<file path="config.mk">
export PLATFORM = sky130hd
export DESIGN_NAME = alu_op_sequencer
export DESIGN_NICKNAME = d
export VERILOG_FILES = /design/src/rtl/alu_op_sequencer.sv
export SDC_FILE = /design/constraint.sdc
export NUM_CORES = 1
export LEC_CHECK = 0
export ABC_AREA = 1
export BUFFER_PORTS_ARGS = -buffer_cell sky130_fd_sc_hd__buf_2
export CAP_MARGIN = 25
export CORE_UTILIZATION = 59
export CTS_CLUSTER_SIZE = 28
export DETAILED_ROUTE_END_ITERATION = 16
export PLACE_DENSITY = 0.92
export SETUP_SLACK_MARGIN = 0.02
export SYNTH_ARGS = -nofsm -noshare
export SYNTH_HDL_FRONTEND = slang
export SYNTH_SLANG_ARGS = --single-unit
</file>
<file path="constraint.sdc">
create_clock -name i_clk -period 2.7 [get_ports i_clk]
set_input_delay 0.135 -clock i_clk [delete_from_list [all_inputs] [get_ports i_clk]]
set_output_delay 0.135 -clock i_clk [all_outputs]
set_load 0.05 [all_outputs]
</file>
<file path="src/rtl/alu_op_sequencer.sv">
// Issue/writeback sequencer for the external 5-bit ALU: holds a small register file,
// drives registered ALU inputs for one cycle, then writes the result back.
module alu_op_sequencer #(
  parameter int unsigned DATA_W = 5,
  parameter int unsigned NREGS  = 4,
  parameter int unsigned AW     = 2
) (
  input  logic              i_clk,
  input  logic              i_rst_n,
  input  logic              i_in_valid,
  output logic              o_in_ready,
  input  logic [2:0]        i_in_op,
  input  logic [AW-1:0]     i_in_rd,
  input  logic [AW-1:0]     i_in_rs,
  input  logic [AW-1:0]     i_in_rt,
  input  logic              i_in_usec,
  input  logic [DATA_W-1:0] i_in_imm,
  output logic [3:0]        o_alu_sel,
  output logic [DATA_W-1:0] o_alu_a,
  output logic [DATA_W-1:0] o_alu_b,
  output logic              o_alu_cin,
  input  logic [DATA_W-1:0] i_alu_sum,
  input  logic              i_alu_cout,
  output logic              o_res_valid,
  output logic [DATA_W-1:0] o_res_data,
  output logic [AW-1:0]     o_res_addr,
  output logic              o_cflag,
  input  logic [AW-1:0]     i_dbg_addr,
  output logic [DATA_W-1:0] o_dbg_data_c
);

  localparam logic [2:0] OP_ADD  = 3'd0;
  localparam logic [2:0] OP_LDI  = 3'd4;
  localparam logic [2:0] OP_CLRC = 3'd5;

  typedef enum logic [1:0] {
    ST_IDLE  = 2'd0,
    ST_ISSUE = 2'd1,
    ST_WB    = 2'd2
  } state_t;

  state_t              r_state;
  state_t              w_state_nxt;
  logic                w_accept;
  logic                w_is_alu;

  logic [DATA_W-1:0]   r_regs [NREGS];
  logic [AW-1:0]       r_rd;
  logic                r_cflag;
  logic                r_in_ready;
  logic [3:0]          r_alu_sel;
  logic [DATA_W-1:0]   r_alu_a;
  logic [DATA_W-1:0]   r_alu_b;
  logic                r_alu_cin;
  logic                r_res_valid;
  logic [DATA_W-1:0]   r_res_data;
  logic [AW-1:0]       r_res_addr;

  // State register
  always_ff @(posedge i_clk or negedge i_rst_n) begin
    if (!i_rst_n) begin
      r_state <= ST_IDLE;
    end else begin
      r_state <= w_state_nxt;
    end
  end

  // Next-state and acceptance decode; ops 000..011 go through the ALU
  always_comb begin
    w_state_nxt = r_state;
    w_accept    = 1'b0;
    w_is_alu    = (i_in_op[2] == 1'b0);
    case (r_state)
      ST_IDLE: begin
        if (i_in_valid) begin
          w_accept    = 1'b1;
          w_state_nxt = w_is_alu ? ST_ISSUE : ST_WB;
        end
      end
      ST_ISSUE: w_state_nxt = ST_WB;
      ST_WB:    w_state_nxt = ST_IDLE;
      default:  w_state_nxt = ST_IDLE;
    endcase
  end

  // Datapath: register file, carry flag, ALU drive and result reporting
  always_ff @(posedge i_clk or negedge i_rst_n) begin
    if (!i_rst_n) begin
      for (int i = 0; i < int'(NREGS); i++) begin
        r_regs[i] <= '0;
      end
      r_rd        <= '0;
      r_cflag     <= 1'b0;
      r_in_ready  <= 1'b0;
      r_alu_sel   <= '0;
      r_alu_a     <= '0;
      r_alu_b     <= '0;
      r_alu_cin   <= 1'b0;
      r_res_valid <= 1'b0;
      r_res_data  <= '0;
      r_res_addr  <= '0;
    end else begin
      r_in_ready  <= (w_state_nxt == ST_IDLE);
      r_res_valid <= 1'b0;
      if (w_accept) begin
        r_rd <= i_in_rd;
        if (w_is_alu) begin
          r_alu_sel <= {1'b0, i_in_op};
          r_alu_a   <= r_regs[i_in_rs];
          r_alu_b   <= r_regs[i_in_rt];
          r_alu_cin <= i_in_usec & r_cflag;
        end else if (i_in_op == OP_LDI) begin
          r_regs[i_in_rd] <= i_in_imm;
          r_res_valid     <= 1'b1;
          r_res_data      <= i_in_imm;
          r_res_addr      <= i_in_rd;
        end else if (i_in_op == OP_CLRC) begin
          r_cflag <= 1'b0;
        end
      end
      if (r_state == ST_ISSUE) begin
        r_regs[r_rd] <= i_alu_sum;
        r_res_valid  <= 1'b1;
        r_res_data   <= i_alu_sum;
        r_res_addr   <= r_rd;
        if (r_alu_sel == 4'(OP_ADD)) begin
          r_cflag <= i_alu_cout;
        end
      end
    end
  end

  assign o_in_ready   = r_in_ready;
  assign o_alu_sel    = r_alu_sel;
  assign o_alu_a      = r_alu_a;
  assign o_alu_b      = r_alu_b;
  assign o_alu_cin    = r_alu_cin;
  assign o_res_valid  = r_res_valid;
  assign o_res_data   = r_res_data;
  assign o_res_addr   = r_res_addr;
  assign o_cflag      = r_cflag;
  assign o_dbg_data_c = r_regs[i_dbg_addr];

endmodule

</file>
==> results of run 1 <==
[power by group]
part / internal, mW / switching, mW / total (mW) / leakage (nW)
sequential: 0.959 / 0.206 / 1.16 / 0.561
clock: 0.271 / 0.223 / 0.494 / 0.0513
combinational: 0.341 / 0.898 / 1.24 / 1.05
[cell usage after synthesis (all sizes together)]
cell type / count
a21oi: 31
buf: 8
clkbuf: 3
clkinv: 1
conb: 1
dfrtp: 47
inv: 49
nand2: 119
nand3: 32
nor2: 19
nor3: 1
o21a: 7
o21ai: 60
[area by class of cell]
type / count / area (µm²) / area share, %
multi-input combinational: 271 / 1210 / 39.7
sequential: 47 / 1180 / 38.7
timing repair buffer: 56 / 303 / 9.96
inverter: 50 / 188 / 6.18
clock buffer: 6 / 72.6 / 2.39
tap: 50 / 62.6 / 2.06
clock inverter: 1 / 30.0 / 0.988
[stage by stage]
step           setup slack (ns)  area (µm²)
2_1_floorplan              1.20        2640
3_3_place_gp               1.08        2910
3_5_place_dp               1.03        2910
4_1_cts                    1.01        3010
5_1_grt                   0.760        3040
6_report                  0.952        3040
[worst reg2reg max path: stages (launching register included)]
cell	delay, ns
dfrtp_1	0.40
inv_1	0.08
nand2_1	0.16
inv_1	0.34
nand3_1	0.35
nand3_1	0.20
o21ai_0	0.09
[cells by family after synthesis]
group	synth area share, %
other	0.142
buffers and inverters	9.60
AO/OA/AOI/OAI	19.4
flip-flops	44.7
AND/OR/NAND/NOR	26.1
[flip-flops by register name, indices dropped and copies added (netlist names)]
signal	count
o_alu_b	5
o_alu_sel	2
r_rd	2
o_in_ready	1
o_res_valid	1
r_regs	20
r_state	2
o_res_addr	2
o_alu_cin	1
o_cflag	1
o_res_data	5
o_alu_a	5
[metal layers]
metal	up-vias	GRT usage (%)	routed length, µm
met4	0	12.5	146
met1	1222	38.2	2760
met3	16	6.09	436
li1	1314	-	-
met2	121	49.8	3040
met5	-	0	0
[how the worst max path moves through the flow]
stage                       to  slack [ns]          start
6_report             r_regs[5]        0.95     r_state[1]
5_1_grt              r_regs[9]        0.76     r_state[1]
4_1_cts              r_regs[9]        1.01     r_state[1]
3_5_place_dp         r_regs[9]        1.03     r_state[1]
3_3_place_gp        o_alu_a[3]        1.08     r_state[0]
2_1_floorplan  o_dbg_data_c[0]        1.20  i_dbg_addr[0]
[timing repair]
item | 4_1_cts | 5_1_grt
endpoints found under the hold margin | 0 | 47
buffers inserted | 0 | 0
hold buffers | 0 | 1
==> out/metrics.yaml, run 1 <==
outcome:
  outcome: "finished, final reports clean"
critical_path:
  crit_path_max_fanout: 14
  rr_worst_depth: 6
  critPathLaunchType: "flip-flop"
  critPathKind: "flip-flop to flip-flop"
  r2r-end: "r_regs[5]"
  path_cells: "inv_1 > nand2_1 > inv_1 > nand3_1 > nand3_1 > o21ai_0"
  max_stage_delay_ns: 0.40
  arrival_ns: 1.93
  cp.buffers_inverters: 2
  worstPathRequired_ns: 2.88
  r2r_setup_slack_ns: 0.95
  cpMaxStageDelayCell: "dfrtp_1"
  critPathCaptureType: "flip-flop"
  reg2reg_from: "r_state[1]"
  critPathTopFamily: "simple AND/OR/NAND/NOR gates"
  cp.depth: 6
sta:
  max_freq_ghz: 0.572
  setup_violations: 0
  finClkSkew_ns: 0.00437
  hold_violations: 0
  drv_slew: 0
  rsz0062_at_grt: "false"
  fin_crit_ns: 1.75
  period_share_pct: 64.7
  tns_ns: 0
  whs_ns: 0.0479
cts:
  ctsRootBufferMaster: "clkbuf_8"
  path_clk_slew_ns: 0.08
  cts_tree: "done"
  cts_resized: 0
  insertion_delay_ns: 0.30
  cts_buffers: 5
  cts_buffer_depth: 2
  cts_sinks: 47
  h-tree-depth: 2
final_layout:
  final_nets: 457
  drive_gt1_share_pct: 15.1
  nFillCells: 367
  syn_to_final_growth_pct: 15.4
  final_common_cell: "nand2_1"
  num_antenna_cells: 0
  instances_no_fill: 481
  fin_util_pct: 73.3
  layout_common_cells: "nand2_1 (118), o21ai_0 (54), buf_2 (53)"
yosys:
  syn_area_um2: 2630
  yosysSeqAreaShare_pct: 44.7
  syn_inst: 378
  yosys-top-cells-area: "dfrtp_1 (45%), nand2_1 (17%), o21ai_0 (10%), inv_1 (6.8%), nand3_1 (6.1%)"
  synth.distinct_cells: 20
  ys.warnings.count: 0
  ys_ff_latch: 47
  synth_top_area_cell: "dfrtp_1"
  synth_top_area_share_pct: 44.7
  avgSynthCellArea_um2: 6.96
global_routing:
  grt_max_degree: 48
  grt_pass1_vias: 2284
  gr-total-overflow: 0
  grt_pass1_wl_mm: 10.3
  track_usage_pct: 30.1
  antenna_found_initial: 0
detailed_routing:
  drt-total-wl_mm: 6.38
  vias_per_cell: 5.56
  dr_total_vias: 2673
  drt_pass1_iterations: 5
  route.detailed.drc: 0
  drt-wirelength-per-cell_um: 13.3
  ant_nets: 0
  drt_iter0_markers: 230
job:
  maxCapViolations: 0
power_and_ir_drop:
  power_mw: 2.90
  p_leak_nw: 1.66
  vdd.ir_drop.worst_v: 0.000599
  p_per_area_nw_per_um2: 953
floorplan:
  start_util_pct: 63.5
  chipWidth_um: 68.8
  row_count: 23
  ios: 56
  core-area_um2: 4140
  die_h_um: 68.8
  die_area_um2: 4730
placement:
  dp_hpwl_mm: 4.78
  portBuffers: 53
  gp_congestion: 0.894
  placed_cells: 472
min_path:
  holdCritPathClass: "input port to flip-flop"
  hp-start: "i_alu_cout"
  whs_path_depth: 3
  worstHoldEndpoint: "o_cflag"
Note: power is estimated with default switching activity, not from simulation.
==> inputs of run 2 (changes only) <==
Settings changed: CORE_UTILIZATION 59 to 49, PLACE_DENSITY 0.92 to 0.83.
Clock period 2.7 ns to 1.54 ns, I/O delays scaled along.
==> run 2 against run 1 <==
Net effect: critical path depth down 1; hold slack worse by 0.036 ns; first-iteration DRC count down 1.3%; via count down 1.1%; sequential cell count unchanged; clock skew up 0.0043 ns; clock power up 65%; highest routed layer unchanged; critical path type is now flip-flop to output pin; critical endpoint is now o_dbg_data_c[4]; largest cell class unchanged; sequential share of layout area down 1.4 points; design area up 3.8%; die area up 20%.
==> out/metrics.yaml, run 2 (synthesized netlist as in run 1, its figures left out) <==
outcome:
  outcome: "finished, final reports clean"
sta:
  max_freq_ghz: 0.690
  setup_violations: 0  # unchanged
  finClkSkew_ns: 0.00866  # +0.00429 ns
  fin_crit_ns: 1.45
  drv_slew: 0  # unchanged
  period_share_pct: 94.1
  rsz0062_at_grt: "true"
  tns_ns: 0  # unchanged
  hold_violations: 0  # unchanged
critical_path:
  worstPathRequired_ns: 1.46  # -1.42 ns
  critPathCaptureType: "output pin"
  critPathKind: "flip-flop to output pin"
  rr_worst_depth: 6  # unchanged
  arrival_ns: 1.37  # -0.56 ns
  crit_path_max_fanout: 3  # -11
  critPathLaunchType: "flip-flop"
detailed_routing:
  ant_nets: 0  # unchanged
  drt_iter0_markers: 227  # -1.3%
  drt-total-wl_mm: 6.57  # +3.0%
  dr_total_vias: 2644  # -1.1%
  drt-wirelength-per-cell_um: 12.9  # -2.8%
  route.detailed.drc: 0  # unchanged
  vias_per_cell: 5.18  # -6.7%
  drt_pass1_iterations: 4  # -1
floorplan:
  ios: 56  # unchanged
  die_area_um2: 5670  # +20%
  row_count: 26  # +13%
  core-area_um2: 5140  # +24%
  die_h_um: 75.3  # +9.4%
  chipWidth_um: 75.3  # +9.4%
  start_util_pct: 51.2  # -12 points
global_routing:
  grt_pass1_wl_mm: 10.8  # +4.5%
  gr-total-overflow: 0  # unchanged
  grt_max_degree: 20  # -58%
  grt_pass1_vias: 2335  # +2.2%
  track_usage_pct: 25.7  # -4.3 points
  antenna_found_initial: 0  # unchanged
cts:
  ctsRootBufferMaster: "clkbuf_8"
  cts_sinks: 47  # unchanged
  insertion_delay_ns: 0.31  # about the same
  cts_buffers: 5  # unchanged
  h-tree-depth: 2  # unchanged
  path_clk_slew_ns: 0.08  # about the same
  cts_buffer_depth: 2  # unchanged
  cts_tree: "done"
placement:
  dp_hpwl_mm: 5.01  # +4.8%
  portBuffers: 53  # unchanged
  gp_congestion: 0.944  # +5.6%
min_path:
  holdCritPathClass: "input port to flip-flop"
  whs_path_depth: 3  # unchanged
final_layout:
  regArea_um2: 1180  # unchanged
  final_common_cell: "nand2_1"
  num_antenna_cells: 0  # unchanged
  syn_to_final_growth_pct: 19.9
  final_nets: 465  # +1.8%
  largest_reg_flops: 20  # unchanged
  largest-register: "r_regs"
  drive_gt1_share_pct: 17.0  # +2.0 points
  nFillCells: 520  # +42%
  multi_input_area_um2: 1230  # +1.7%
  layout_common_cells: "nand2_1 (118), o21ai_0 (51), inv_1 (48), buf_2 (48), dfrtp_1 (47)"
power_and_ir_drop:
  power_mw: 5.07  # +75%
  p_leak_nw: 1.70  # +2.3%
  vdd.ir_drop.worst_v: 0.00103  # +72%
  p_per_area_nw_per_um2: 1610  # +69%
job:
  maxCapViolations: 0  # unchanged
run 2: cell types whose count changed in the layout (fill, tap and decap cells not counted), moves of 4 or more:
cell           delta
nor2_2            +5
nor2_1            -5
dlygate4sd3_1     +4
buf_4             +9
buf_2             -5
run 2: metal layers:
layer / GRT usage [%] / vias to the layer above / wire length (µm)
li1: - / 1329 / -
met1: 35.5 / 1214 / 3020
met2: 41.0 / 96 / 3020
met3: 5.56 / 5 / 468
met4: 7.82 / 0 / 68
met5: 0 / - / 0
run 2: worst paths after layout:
check | slack, ns | end | startpoint
setup / recovery | 0.09 | o_dbg_data_c[4] | r_regs[14]
hold / removal | 0.01 | r_regs[17] | i_alu_sum[2]
setup reg to reg | 0.11 | o_alu_a[1] | r_state[0]
hold reg to reg | 0.48 | o_res_addr[0] | o_res_addr[0]
max in group asynchronous | 0.75 | r_state[1] | i_rst_n
min in group asynchronous | 0.23 | r_regs[6] | i_rst_n
run 2: area by class of cell:
type | count | area share, %
inverter | 50 | 5.95
clock buffer | 8 | 3.17
timing repair buffer | 64 | 11.9
tap | 70 | 2.78
sequential | 47 | 37.3
multi-input combinational | 271 | 38.9
run 2: metrics by stage:
step | worst slack, ns | instance area (µm²) | utilization (%) | cells | hold slack (ns)
floorplan | 0.117 | 2640 | - | 379 | -0.219
global placement | 0.164 | 2970 | 57.8 | 497 | 0.0336
detailed placement | 0.0973 | 2970 | 57.8 | 497 | 0.0447
CTS | 0.0244 | 3120 | 60.7 | 510 | 0.00910
global route | -0.0200 | 3160 | 61.4 | 510 | 0.0123
finish | 0.0906 | 3160 | 61.4 | 510 | 0.0123
run 2: power breakdown:
part | switching, mW | internal (mW)
clock network | 0.406 | 0.410
registers | 0.348 | 1.68
logic | 1.59 | 0.637
run 2: repair_timing:
action / in CTS / in global routing
hold buffers: 5 / 0
setup buffers: 0 / 0
hold endpoints to repair: 21 / 0
resized for setup: 0 / 20
endpoints found under the setup margin: 0 / 21
run 2: worst max-delay path, stage by stage, from the launching register on:
cell and delay [ns]:
dfrtp_1 0.38, inv_1 0.10, o21ai_1 0.14, a21oi_1 0.06, a21oi_1 0.18, buf_4 0.23
